==> src/rtl/leg_packer_if.sv <==
// Output-side bundle of leg_packer: head word, valid/ready handshake and sticky overflow.
// word_parity exists only when LEG_PACKER_PARITY_EN is defined.
interface leg_packer_if #(
   parameter int W = 16
);
   logic [W-1:0] word_data;
   logic         word_valid;
   logic         word_ready;
   logic         overflow;
`ifdef LEG_PACKER_PARITY_EN
   logic         word_parity;
`endif

   modport master (
`ifdef LEG_PACKER_PARITY_EN
      output word_parity,
`endif
      output word_data,
      output word_valid,
      output overflow,
      input  word_ready
   );

   modport slave (
`ifdef LEG_PACKER_PARITY_EN
      input  word_parity,
`endif
      input  word_data,
      input  word_valid,
      input  overflow,
      output word_ready
   );
endinterface

==> src/rtl/leg_packer.sv <==
// Packs SAMPLES 4-bit leg samples per word into a small FIFO drained over valid/ready.
// Optional macro LEG_PACKER_PARITY_EN adds a stored parity bit per entry and the word_parity output.
module leg_packer #(
   parameter int SAMPLES    = 4,
   parameter int FIFO_DEPTH = 4
) (
   input  logic          clk,
   input  logic          rst_n,
   input  logic          clear,
   input  logic          enable,
   input  logic          leg_right1,
   input  logic          leg_right2,
   input  logic          leg_right3,
   input  logic          leg_right4,
   leg_packer_if.master  out_if
);
   localparam int W  = 4 * SAMPLES;
   localparam int CW = $clog2(SAMPLES);
   localparam int PW = $clog2(FIFO_DEPTH);
   localparam int NW = PW + 1;
`ifdef LEG_PACKER_PARITY_EN
   localparam int EW = W + 1;
`else
   localparam int EW = W;
`endif
   localparam logic [CW-1:0] CNT_LAST = CW'(SAMPLES - 1);
   localparam logic [NW-1:0] CNT_FULL = NW'(FIFO_DEPTH);

   logic [3:0]    nibble;
   logic [CW-1:0] cnt_q, cnt_d;
   logic [W-5:0]  partial_q, partial_d;
   logic [EW-1:0] mem_q [FIFO_DEPTH];
   logic [EW-1:0] mem_d [FIFO_DEPTH];
   logic [PW-1:0] rd_ptr_q, rd_ptr_d, wr_ptr_q, wr_ptr_d;
   logic [NW-1:0] count_q, count_d;
   logic          ovf_q, ovf_d;
   logic [W-1:0]  word_new;
   logic [EW-1:0] entry_new;
   logic [EW-1:0] head;
   logic          push, pop, full, push_ok;

   assign nibble = {leg_right4, leg_right3, leg_right2, leg_right1};

   always_comb begin
      word_new = {nibble, partial_q};
`ifdef LEG_PACKER_PARITY_EN
      entry_new = {^word_new, word_new};
`else
      entry_new = word_new;
`endif
      push    = enable && (cnt_q == CNT_LAST);
      pop     = (count_q != '0) && out_if.word_ready;
      full    = (count_q == CNT_FULL);
      // A full FIFO still accepts the new word when the head leaves on the same edge.
      push_ok = push && (!full || pop);

      cnt_d     = cnt_q;
      partial_d = partial_q;
      mem_d     = mem_q;
      rd_ptr_d  = rd_ptr_q;
      wr_ptr_d  = wr_ptr_q;
      count_d   = count_q;
      ovf_d     = ovf_q;

      if (clear) begin
         cnt_d     = '0;
         partial_d = '0;
         rd_ptr_d  = '0;
         wr_ptr_d  = '0;
         count_d   = '0;
         ovf_d     = 1'b0;
      end else begin
         if (enable) begin
            if (push) begin
               cnt_d     = '0;
               partial_d = '0;
            end else begin
               partial_d[4*int'(cnt_q) +: 4] = nibble;
               cnt_d = cnt_q + 1'b1;
            end
         end
         if (push_ok) begin
            mem_d[wr_ptr_q] = entry_new;
            wr_ptr_d = wr_ptr_q + 1'b1;
         end
         if (push && !push_ok)
            ovf_d = 1'b1;
         if (pop)
            rd_ptr_d = rd_ptr_q + 1'b1;
         case ({push_ok, pop})
            2'b10:   count_d = count_q + 1'b1;
            2'b01:   count_d = count_q - 1'b1;
            default: count_d = count_q;
         endcase
      end
   end

   always_ff @(posedge clk or negedge rst_n) begin
      if (!rst_n) begin
         cnt_q     <= '0;
         partial_q <= '0;
         rd_ptr_q  <= '0;
         wr_ptr_q  <= '0;
         count_q   <= '0;
         ovf_q     <= 1'b0;
      end else begin
         cnt_q     <= cnt_d;
         partial_q <= partial_d;
         rd_ptr_q  <= rd_ptr_d;
         wr_ptr_q  <= wr_ptr_d;
         count_q   <= count_d;
         ovf_q     <= ovf_d;
      end
   end

   // Storage needs no reset: outputs are masked whenever the FIFO is empty.
   always_ff @(posedge clk) begin
      mem_q <= mem_d;
   end

   assign head              = mem_q[rd_ptr_q];
   assign out_if.word_valid = (count_q != '0);
   assign out_if.word_data  = out_if.word_valid ? head[W-1:0] : '0;
   assign out_if.overflow   = ovf_q;
`ifdef LEG_PACKER_PARITY_EN
   assign out_if.word_parity = out_if.word_valid ? head[W] : 1'b0;
`endif
endmodule
==> src/flat_wrapper.sv <==
// flat-port wrapper written by rule: the top's interface ports become plain ports
module leg_packer_flat 
#(
   parameter int SAMPLES    = 4,
   parameter int FIFO_DEPTH = 4
)
  (clk, rst_n, clear, enable, leg_right1, leg_right2, leg_right3, leg_right4, out_if_word_data, out_if_word_valid, out_if_overflow, out_if_word_ready);
  leg_packer_if out_if_i ();
  input  logic clk;
  input  logic rst_n;
  input  logic clear;
  input  logic enable;
  input  logic leg_right1;
  input  logic leg_right2;
  input  logic leg_right3;
  input  logic leg_right4;
  output wire logic [$bits(out_if_i.word_data)-1:0] out_if_word_data;
  output wire logic [$bits(out_if_i.word_valid)-1:0] out_if_word_valid;
  output wire logic [$bits(out_if_i.overflow)-1:0] out_if_overflow;
  input wire logic [$bits(out_if_i.word_ready)-1:0] out_if_word_ready;
  assign out_if_word_data = out_if_i.word_data;
  assign out_if_word_valid = out_if_i.word_valid;
  assign out_if_overflow = out_if_i.overflow;
  assign out_if_i.word_ready = out_if_word_ready;
  leg_packer #(.SAMPLES(SAMPLES), .FIFO_DEPTH(FIFO_DEPTH)) u_core (.clk(clk), .rst_n(rst_n), .clear(clear), .enable(enable), .leg_right1(leg_right1), .leg_right2(leg_right2), .leg_right3(leg_right3), .leg_right4(leg_right4), .out_if(out_if_i));
endmodule
==> config.mk <==
export PLATFORM = sky130hd
export DESIGN_NAME = leg_packer_flat
export DESIGN_NICKNAME = d
export VERILOG_FILES = /design/src/rtl/leg_packer_if.sv /design/src/rtl/leg_packer.sv /design/src/flat_wrapper.sv
export SDC_FILE = /design/constraint.sdc
export NUM_CORES = 1
export LEC_CHECK = 0
export CAP_MARGIN = 40
export CORE_AREA = 5 5 88 90
export DETAILED_ROUTE_END_ITERATION = 10
export DIE_AREA = 0 0 93 95
export PLACE_DENSITY = 0.74
export SYNTH_ARGS = -nofsm -noshare
export SYNTH_HDL_FRONTEND = slang
export SYNTH_SLANG_ARGS = --single-unit
==> constraint.sdc <==
create_clock -name clk -period 3 [get_ports clk]
set_clock_uncertainty 0.15 [all_clocks]
set_input_delay 0.6 -clock clk [delete_from_list [all_inputs] [get_ports clk]]
set_output_delay 0.6 -clock clk [all_outputs]
set_load 0.05 [all_outputs]
### Yosys cells after proc, flatten, opt, wreduce, memory -nomap -nowiden

Cells that the tools add are included.

| storage, ports and cells | value |
|---|---|
| input bits | 9 |
| logic and storage cells | 65 |
| register bits | 86 |
| output and inout port bits | 18 |

| operators by class | value |
|---|---|
| reductions and logical operators | 15 |
| add/subtract/negate cells | 6 |
| mux-type cells | 22 |
| magnitude comparators | 3 |
| equality and inequality tests | 4 |
| shift-type cells | 2 |
| bitwise logic cells | 3 |

Operators with widths:

| operator | number |
|---|---|
| $bwmux 64 | 1 |
| $mux 16 | 4 |
| $mux 12 | 3 |
| $neg 4->33 | 1 |
| $shift 4x33->12 const A | 1 |
| $shiftx 4x33->12 | 1 |
| $bmux 16 s2 | 1 |
| $demux 16 s2 | 1 |
| $mux 2 | 7 |
| $bwmux 12 | 1 |
| $reduce_bool 2->1 | 4 |
| $add 2x1->2 const B | 3 |
| $ge 3x3->1 const B | 2 |
| $not 2->3 | 2 |
| $pmux 3 s2 | 1 |
| $reduce_bool 3->1 | 2 |
| $logic_and 1x1->1 | 5 |
| $eq 2x2->1 const B | 2 |
| $add 3x1->3 const B | 1 |
| $eq 3x3->1 const B | 1 |
| $lt 3x1->1 const B | 1 |
| $mux 3 | 1 |
| $sub 3x1->3 const B | 1 |
| $eq 2x1->1 const B | 1 |
| other kinds (5) | 7 |

### Depth between registers and ports, before layout

| depth | value |
|---|---|
| depth after elaboration | 8 |
| depth in mapped cells | 9 |
| gate-level depth less buffers | 8 |

### Worst setup path before layout

Ideal clock, no wire load.

| timing | value |
|---|---|
| kind | reg-to-output |
| start point | register u_core.count_q[0] |
| end point | output out_if_word_data[10] |
| required time | 2,250 ps |
| path buffers | 2 |
| arrival | 1,860 ps |
| path slack | 390 ps |
| cell stages (with the launch flop) | 5 |
| cells stage by stage | dfrtp_1 or3_1 clkbuf_1 clkbuf_1 and2_1 |

| between the ends | value |
|---|---|
| longest elaborated chain between the ends | 2 |

RTL lines:

| item | RTL line | text |
|---|---|---|
| start: declaration | leg_packer.sv:35 | `logic [NW-1:0] count_q, count_d;` |
| start signal: assignment | leg_packer.sv:111 | `count_q <= count_d;` |
| $reduce_bool 3->1 | leg_packer.sv:122 | `assign out_if.word_valid = (count_q != '0);` |
| via out_if_word_valid | flat_wrapper.sv:18 | `output wire logic [$bits(out_if_i.word_valid)-1:0] out_if_word_valid;` |
| $mux 16 | leg_packer.sv:123 | `assign out_if.word_data = out_if.word_valid ? head[W-1:0] : '0;` |
| end: declaration | flat_wrapper.sv:17 | `output wire logic [$bits(out_if_i.word_data)-1:0] out_if_word_data;` |

The timed path passes the listed nets, and every way through them passes these cells.

### Final worst setup path

| timing | value |
|---|---|
| start point | register u_core.count_q[1] |
| end point | output out_if_word_valid |

| between the ends | value |
|---|---|
| longest elaborated chain between the ends | 1 |

RTL lines:

| item | RTL line |
|---|---|
| $reduce_bool 3->1 | leg_packer.sv:122 |
| end: declaration | flat_wrapper.sv:18 |

Every way passes these cells.

==> metrics.yaml <==
crit_path_end_kind: "output pin"
power_mw: 2.440
clk_latency_ps: 340
grt_max_degree: 23
io_buffers: 26
cts_sinks: 86
drt_iter0_drc: 124
htree_levels: 3
first_global_vias: 1861
finalCritPeriodShare_pct: 95.17
outcome: "finished, final reports clean"
ios: 27
leakagePower_nw: 1.585
layout_common_cells: "edfxtp_1 (64), buf_4 (29), nand2_1 (26)"
path_clk_slew_ps: 80
dp_hpwl_mm: 4.194
netlist_instances: 231
ys_ff_latch: 86
busiest_layer: "met2"
drv_slew: 0
gr-usage-met1_pct: 19.73
rsz0062_at_grt: "false"
use_met3_pct: 2.869
fillerInstances: 529
diodes: 0
ir_worst_vdd_uv: 291.7
dpl_cell_area_um2: 4006
gp_congestion: 0.7975
yosysWarnings: 0
clock-root-buffer: "clkbuf_8"
route.antenna.remaining_nets: 0
syn_to_final_growth_pct: 15.96
worst_pin_slew_ps: 499.7
viasPerCell: 5.329
totalNegativeSetupSlack_ps: 0
pwr_density_cell_nw_per_um2: 576.0
final_common_cell: "edfxtp_1"
grt_antenna_before_repair: 0
clock_path_buffers: 2
die_y_um: 95
wl_per_cell_um: 16.78
startpoint_type: "flip-flop"
drc_errors: 0
chipWidth_um: 93
finalSetupViolations: 0
ys_seq_area_share_pct: 67.69
cts_buffers: 9
path_class: "flip-flop to output pin"
syn_avg_cell_area_um2: 15.81
wl_mm: 6.025
final_nets: 290
cp_data_arrival_time_ps: 2110
relSlewSlack_pct: 66.58
drt-pass1-iter-count: 4
final_cell_area_um2: 4235
fin_util_pct: 60.66
hold_viol: 0
cts_setup_buffers: 0
hp-class: "flip-flop to flip-flop"
cp.required_ps: 2250
layout-drive-gt1-share_pct: 23.47
hold_buffers: 0
fin_crit_ps: 2855
synth.cell_area_um2: 3652
synth_fp_nets: 249
grt_pass1_wl_mm: 9.673
grt_use_total_pct: 14.83
coreArea_um2: 6982
path_max_fanout: 10
overflow: 0
start_util_pct: 52.31
cts_resized: 0
routed-via-count: 1913
maxCapViolations: 0
yosys.cell_types.count: 33
fmax_mhz: 350.2
met2_usage_pct: 23.94
cts_tree: "yes"
num_rows: 31
die-area_um2: 8835
[sequential cells by signal, indices dropped and copies added, names as in the netlist]
name	cells
u_core.mem_q	64
u_core.partial_q	12
u_core.count_q	3
u_core.cnt_q	2
u_core.rd_ptr_q	2
u_core.wr_ptr_q	2
u_core.out_if.overflow	1
[report_power, final]
| part | internal, mW | switching [mW] | total [mW] |
|---|---|---|---|
| Combinational | 0.100 | 0.153 | 0.253 |
| Sequential | 1.28 | 0.0121 | 1.29 |
| Clock | 0.480 | 0.413 | 0.893 |
| Total | 1.86 | 0.578 | 2.44 |
[cell type report]
type	instances	area [um^2]	area share (%)
sequential	86	2472	58.38
clock inverter	7	105.1	2.482
multi-input combinational	130	1091	25.76
timing repair buffer	39	317.8	7.504
clock buffer	9	123.9	2.925
inverter	6	22.52	0.5318
tap	82	102.6	2.422
[layer usage]
metal	part of all wire (%)	up-vias
met1	44	934
li1	-	940
met4	1.2	0
met3	4.1	6
met2	51	33
met5	0	-
[per-stage QoR]
| stage | instances | setup WS, ps | hold WS [ps] |
|---|---|---|---|
| 2_1_floorplan | 231 | 389.8 | 154.4 |
| 3_3_place_gp | 343 | 417.9 | 341.9 |
| 3_5_place_dp | 343 | 365.3 | 342.9 |
| 4_1_cts | 359 | 111.8 | 366.1 |
| 5_1_grt | 359 | 68.83 | 408.4 |
| 6_report | 359 | 144.8 | 364.7 |
[path summary, 6_finish.rpt]
check                           cells after the start                                 end  slack (ps)                               start
worst max register to register                      8       u_core.count_q[2]$_DFFE_PN0P_         480       u_core.count_q[1]$_DFFE_PN0P_
worst min register to register                      2  u_core.out_if.overflow$_DFFE_PN0P_         360  u_core.out_if.overflow$_DFFE_PN0P_
max in group asynchronous                           2     u_core.partial_q[4]$_DFFE_PN0P_        2020                               rst_n
worst min-delay path                                2  u_core.out_if.overflow$_DFFE_PN0P_         360  u_core.out_if.overflow$_DFFE_PN0P_
worst max-delay path                                2                   out_if_word_valid         140       u_core.count_q[1]$_DFFE_PN0P_
min in group asynchronous                           2         u_core.cnt_q[1]$_DFFE_PN0P_         450                               rst_n
[synth_stat cells, drive strengths merged]
master   n  area, um^2
a21oi    3       15.01
a22o     4       35.03
a22oi    1       12.51
a31oi    1       6.260
and2    24       150.1
buf      6       55.05
clkbuf   3       11.26
dfrtp   22       550.5
edfxtp  64        1922
fa       1       20.02
ha       8       100.1
inv      6       22.52
mux2     1       11.26
mux2i    1       10.01
mux4    16       360.4
nand2   26       97.59
nand2b   1       6.260
nand3    6       40.04
nor2    10       37.54
nor2b    1       6.260
nor3     2       10.01
nor4b    3       41.29
o21a     1       7.510
o21ai   12       60.06
o21bai   1       7.510
o221ai   1       8.760
o22ai    1       6.260
or3      1       6.260
xnor2    2       17.52
xor2     2       17.52
[cells by family after synthesis]
family | synth area share, %
flops | 67.69
fa+ha+maj | 3.289
simple gates | 10.83
mux | 10.45
compound gates | 4.351
xor+xnor | 0.9594
buf+inv | 2.432
[critical path, cell delays in order, from the launching register on]
cell,delay [ps]
dfrtp_1,450
or3_1,550
clkdlybuf4s50_1,760
Note: power is estimated with default switching activity, not from simulation.
